**config.mk**
```make
export PLATFORM = sky130hd
export DESIGN_NAME = unified_mem_arbiter
export DESIGN_NICKNAME = d
export VERILOG_FILES = /design/src/rtl/unified_mem_arbiter.sv
export SDC_FILE = /design/constraint.sdc
export NUM_CORES = 1
export LEC_CHECK = 0
export CAP_MARGIN = 20
export CORE_MARGIN = 2
export CORE_UTILIZATION = 39
export DETAILED_ROUTE_END_ITERATION = 6
export HOLD_SLACK_MARGIN = 0.15
export PLACE_DENSITY = 0.81
export SLEW_MARGIN = 40
export SYNTH_ARGS = -nofsm -noshare
export SYNTH_HDL_FRONTEND = slang
export SYNTH_SLANG_ARGS = --single-unit
```
**constraint.sdc**
```tcl
create_clock -name clk_90 -period 1.95 [get_ports clk_90]
set_input_delay 0.2925 -clock clk_90 [delete_from_list [all_inputs] [get_ports clk_90]]
set_output_delay 0.2925 -clock clk_90 [all_outputs]
set_load 0.005 [all_outputs]
```
**src/rtl/unified_mem_arbiter.sv**
```systemverilog
// unified_mem_arbiter: shares one single-port 256-byte memory between instruction fetch and data access
module unified_mem_arbiter #(
    parameter int STARVE_MAX = 4
) (
    input  logic        clk_90,
    input  logic        rst_90,
    input  logic        if_req,
    input  logic [7:0]  if_addr,
    output logic        if_gnt,
    output logic        if_stall,
    output logic        if_rvalid,
    output logic [31:0] if_rdata,
    input  logic        dm_req,
    input  logic        dm_we,
    input  logic [7:0]  dm_addr,
    input  logic [31:0] dm_wdata,
    output logic        dm_gnt,
    output logic        dm_rvalid,
    output logic [31:0] dm_rdata,
    output logic        mem_en,
    output logic        mem_we,
    output logic [7:0]  mem_addr,
    output logic [31:0] mem_wdata,
    input  logic [31:0] mem_rdata
);
    localparam logic [2:0] SMAX  = 3'(STARVE_MAX);
    localparam logic [1:0] NONE  = 2'd0;
    localparam logic [1:0] IF_RD = 2'd1;
    localparam logic [1:0] DM_RD = 2'd2;

    logic [1:0]  owner;
    logic [1:0]  owner_nxt;
    logic [2:0]  starve_cnt;
    logic [31:0] if_hold;
    logic [31:0] dm_hold;

    // grant selection: data wins unless fetch has been starved long enough
    always_comb begin
        if_gnt    = if_req & (!dm_req | (starve_cnt == SMAX));
        dm_gnt    = dm_req & !if_gnt;
        if_stall  = if_req & !if_gnt;
        mem_en    = if_gnt | (dm_gnt & !dm_we);
        mem_we    = dm_gnt & dm_we;
        mem_addr  = if_gnt ? if_addr : dm_gnt ? dm_addr : 8'd0;
        mem_wdata = mem_we ? dm_wdata : 32'd0;
        owner_nxt = if_gnt ? IF_RD : (dm_gnt & !dm_we) ? DM_RD : NONE;
    end

    // steer the registered memory read data to whoever issued last cycle's read
    always_comb begin
        if_rvalid = owner == IF_RD;
        dm_rvalid = owner == DM_RD;
        if_rdata  = if_rvalid ? mem_rdata : if_hold;
        dm_rdata  = dm_rvalid ? mem_rdata : dm_hold;
    end

    // owner tracking, starvation counting and last-delivered data hold
    always_ff @(posedge clk_90 or negedge rst_90) begin
        if (!rst_90) begin
            owner      <= NONE;
            starve_cnt <= 3'd0;
            if_hold    <= 32'd0;
            dm_hold    <= 32'd0;
        end else begin
            owner      <= owner_nxt;
            starve_cnt <= if_stall ? ((starve_cnt == SMAX) ? starve_cnt : starve_cnt + 3'd1) : 3'd0;
            if (if_rvalid) if_hold <= mem_rdata;
            if (dm_rvalid) dm_hold <= mem_rdata;
        end
    end
endmodule

```
# After elaboration in Yosys (flattened, before gate mapping)
# Cells that the tools add are included.
dict set report totals {
  regBits 69
  in_bits 85
  out_inout_bits 111
  word_cells 28
}
dict set report op_classes {
  addsub 1
  eq_ne 4
  muxes 9
  bitwise 7
  reduce_logical 3
}
# cell n
set ops {}
lappend ops {{2-to-1 mux 32 bit} 3}
lappend ops {{2-to-1 mux 8 bit} 2}
lappend ops {{2-to-1 mux 3 bit} 2}
lappend ops {{bitwise AND 1 bit} 5}
lappend ops {{2-to-1 mux 2 bit} 2}
lappend ops {{adder 3 x 1 -> 3 bit, second input constant} 1}
lappend ops {{equality test 3 bit, second input constant} 1}
lappend ops {{logical NOT 1 bit} 3}
lappend ops {{equality test 2 x 1 -> 1 bit, second input constant} 1}
lappend ops {{equality test 2 bit, second input constant} 1}
lappend ops {{inequality test 2 bit, second input constant} 1}
lappend ops {{OR 1 bit} 2}

# Depth between registers and ports, before layout
dict set report depth {
  ltp_word 8
  ltp_mapped 6
  mapped_depth_nobuf 4
}

# Worst setup path after synthesis
# OpenSTA, ideal clock, no wires.
dict set report synth_timing {
  path_kind {register to output}
  from {register starve_cnt[0]}
  to {output port mem_wdata[10]}
  arrival_time_ps 1227
  required_time_ps 1657
  setup_slack_ps 430
  stages_incl_launch_ff 7
  n_path_buf 2
  path_cell_list {dfrtp_1 -> inv_1 -> ha_1 -> and3_1 -> buf_6 -> buf_6 -> nor3b_2}
}
dict set report synth_via {
  elab_chain_cells 7
}
# element line
set synth_lines {}
lappend synth_lines {{from (decl)} 33} ;# logic [2:0] starve_cnt;
lappend synth_lines {{from (signal assigned)} 66} ;# starve_cnt <= if_stall ? ((starve_cnt == SMAX) ? starve_cnt : starve_cnt + 3'd1) : 3'd0;
lappend synth_lines {{equality test 3 bit} 39} ;# if_gnt = if_req & (!dm_req | (starve_cnt == SMAX));
lappend synth_lines {{OR 1 bit} 39}
lappend synth_lines {{bitwise AND 1 bit} 39}
lappend synth_lines {{logical NOT 1 bit} 40} ;# dm_gnt = dm_req & !if_gnt;
lappend synth_lines {{bitwise AND 1 bit} 40}
lappend synth_lines {{bitwise AND 1 bit} 43} ;# mem_we = dm_gnt & dm_we;
lappend synth_lines {{2-to-1 mux 32 bit} 45} ;# mem_wdata = mem_we ? dm_wdata : 32'd0;
lappend synth_lines {{to (decl)} 23} ;# output logic [31:0] mem_wdata,
# No other way between the ends.

# Worst setup path after layout
dict set report layout_timing {
  from {register owner[0]}
  to {output port dm_rdata[18]}
}
dict set report layout_via {
  elab_chain_cells 2
}
# element line
set layout_lines {}
lappend layout_lines {{from (decl)} 31} ;# logic [1:0] owner;
lappend layout_lines {{from (signal assigned)} 65} ;# owner <= owner_nxt;
lappend layout_lines {{equality test 2 bit} 52} ;# dm_rvalid = owner == DM_RD;
lappend layout_lines {{2-to-1 mux 32 bit} 54} ;# dm_rdata = dm_rvalid ? mem_rdata : dm_hold;
lappend layout_lines {{to (decl)} 19} ;# output logic [31:0] dm_rdata,
# No other way between the ends.

==> out/metrics.yaml <==
status: "finished with violations"
violations: "negative setup slack"
wl_mm: 11.8
finalCritPeriodShare_pct: 103
synthesis.area_sq_um: 3470
die_y_um: 98.4
h-tree-depth: 3
drive_gt1_share_pct: 60.2
max_freq_mhz: 496
synth_most_common_cell: "dfrtp_1"
grt_overflow: 0
drc_errors: 0
dp_hpwl_mm: 7.52
critPathRequiredTime_ns: 1.66
vdd_drop_max_v: 0.000471
grt_pass1_wl_mm: 17.9
crit_arrival_ns: 1.73
gr-usage-met1_pct: 26.2
power.total_mw: 4.86
cp-start-kind: "flip-flop"
grt-busiest-layer: "met2"
ios: 196
power.density_nw_per_um2: 739
slew_viol_final: 0
met2_usage_pct: 45.0
ys_async_sr_fraction_pct: 100
skew_ns: 0.0145
synthFlopType: "dfrtp_1"
fp-row-count: 34
num_vias: 2962
die_w_um: 98.4
synth_cell_type_count: 22
leakagePower_nw: 3.18
synth.top_cell.area_share_pct: 49.7
area_growth_pct: 89.6
drtPass1Iterations: 4
maxCapViolCount: 0
worstMarginPinSlew_ns: 0.577
first_global_vias: 3321
syn_area_per_cell_sq_um: 15.0
hp-class: "primary input to asynchronous set/reset pin"
crit_path_max_fanout: 4
maxSlewHeadroom_pct: 61.5
rsz0062_at_grt: "yes"
grt_max_degree: 46
diodes: 0
cts_sinks: 69
gp_congestion: 0.894
numPortBuffers: 195
path_clk_slew_ns: 0.07
cts_tree: "done"
core-area_sq_um: 8680
grt.total_usage_pct: 24.0
syn_nets: 319
ant_nets: 0
worst_slack_ns: -0.0676
use_met3_pct: 5.87
wl_per_cell_um: 19.3
fin_crit_ns: 2.02
dieArea_sq_um: 9670
cts_buffer_depth: 2
tns_ns: -1.06
initial_utilization_pct: 40.0
setup_viol: 29
end_kind: "output pin"
yosysSeqAreaShare_pct: 49.7
final_nets: 584
netlist_instances: 232
hold_viol_final: 0
synth_edf_count: 0
critPathKind: "flip-flop to output pin"
worstSkewPairLatency_ns: 0.34
synth_common_cells: "dfrtp_1 (69), mux2_4 (58), nor3b_2 (29)"
drtIter0Drc: 79
fin_util_pct: 75.9
ys_ff_latch: 69
ys_top_cells_by_area: "dfrtp_1 (50%), mux2_4 (25%), nor3b_2 (10%), buf_6 (3.6%), nand2_1 (2.1%)"
ys.warnings.count: 0
yosysTopAreaCell: "dfrtp_1"
cts_buffers: 9
detail_route.vias_per_cell: 4.86
antenna_found_initial: 0
cts-root-buf: "clkbuf_8"
[what timing repair did]
item                                    in CTS  in global routing
endpoints found under the hold margin       24                  0
endpoints found under the setup margin     111                106
pin swaps                                   21                 10
buffers inserted                            39                 13
hold buffers                                 1                  0
cloned                                      11                  0
gates resized for setup                    476                 42
[metal layers]
layer / routed length [um] / part of all wire, %
met3: 778 / 6.6
met5: 0 / 0
met1: 4310 / 37
met2: 6470 / 55
met4: 217 / 1.8
[cells by family after synthesis]
logic type               after synthesis  synth area share (%)
AND/OR/NAND/NOR                       62                  15.1
AO/OA/AOI/OAI                         12                  2.23
adder cells (fa/ha/maj)                2                 0.721
multiplexers                          64                  27.0
flip-flops                            69                  49.7
buffers and inverters                 23                  5.23
[registers in the layout (all words and copies together), names as in the netlist]
name,cells
starve_cnt,3
dm_hold,32
if_hold,32
owner,2
[final timing paths]
| path | depth (start not counted) | slack [ns] | to | from |
|---|---|---|---|---|
| setup / recovery | 5 | -0.07 | dm_rdata[18] | owner[0] |
| hold / removal | 2 | 0.50 | dm_hold[19] | rst_90 |
| setup reg to reg | 7 | 0.32 | dm_hold[16] | owner[0] |
| hold reg to reg | 1 | 0.50 | if_hold[12] | if_hold[12] |
| max in group asynchronous | 3 | 0.81 | if_hold[1] | rst_90 |
| min in group clk_90 | 1 | 0.50 | if_hold[12] | if_hold[12] |
[where the power goes]
group          switching [mW]  internal, mW  total (mW)
registers              0.0735          1.67        1.74
logic                   0.561          1.14        1.70
clock network           0.528         0.890        1.42
[worst max-delay path, stage by stage (launching register included)]
cell and delay (ns):
dfrtp_1 0.39, nand2b_4 0.18, buf_4 0.15, bufbuf_16 0.26, mux2_4 0.31, buf_6 0.12
[cells in the final DEF (no fill, tap or decap), drive strengths merged]
master / synthesis / routed
buf: 17 / 167
ha: 2 / 2
nand2: 19 / 19
a21oi: 2 / 2
bufbuf: 0 / 1
inv: 5 / 6
a21boi: 1 / 2
o22ai: 9 / 9
nor2: 3 / 3
or3b: 1 / 1
and4: 1 / 1
mux2: 64 / 64
dlygate4sd3: 0 / 1
clkdlybuf4s15: 0 / 8
dfrtp: 69 / 69
nand2b: 2 / 2
nor2b: 1 / 1
clkbuf: 1 / 16
bufinv: 0 / 3
and3: 1 / 1
nor3: 1 / 1
clkdlybuf4s50: 0 / 82
dlygate4sd2: 0 / 7
clkinvlp: 0 / 1
nor3b: 33 / 33
[layout make-up]
type	instances	area (sq um)
multi-input cells	141	1730
clock inverters	5	106
clock buffers	11	141
inverters	5	18.8
fillers	546	2100
well taps	108	135
flip-flops and latches	69	1730
repair buffers	271	2720
[through the flow]
| stage | area (sq um) | worst slack, ns | hold WS (ns) | instances |
|---|---|---|---|---|
| 6_report | 6580 | -0.0676 | 0.495 | 610 |
| 5_1_grt | 6580 | -0.153 | 0.514 | 610 |
| 3_5_place_dp | 5660 | -0.244 | 0.326 | 537 |
| 3_3_place_gp | 5660 | -0.245 | 0.308 | 537 |
| 4_1_cts | 6550 | -0.164 | 0.482 | 604 |
| 2_1_floorplan | 3470 | 0.430 | -0.00309 | 232 |
No activity file was read; power rests on OpenSTA's default activity.
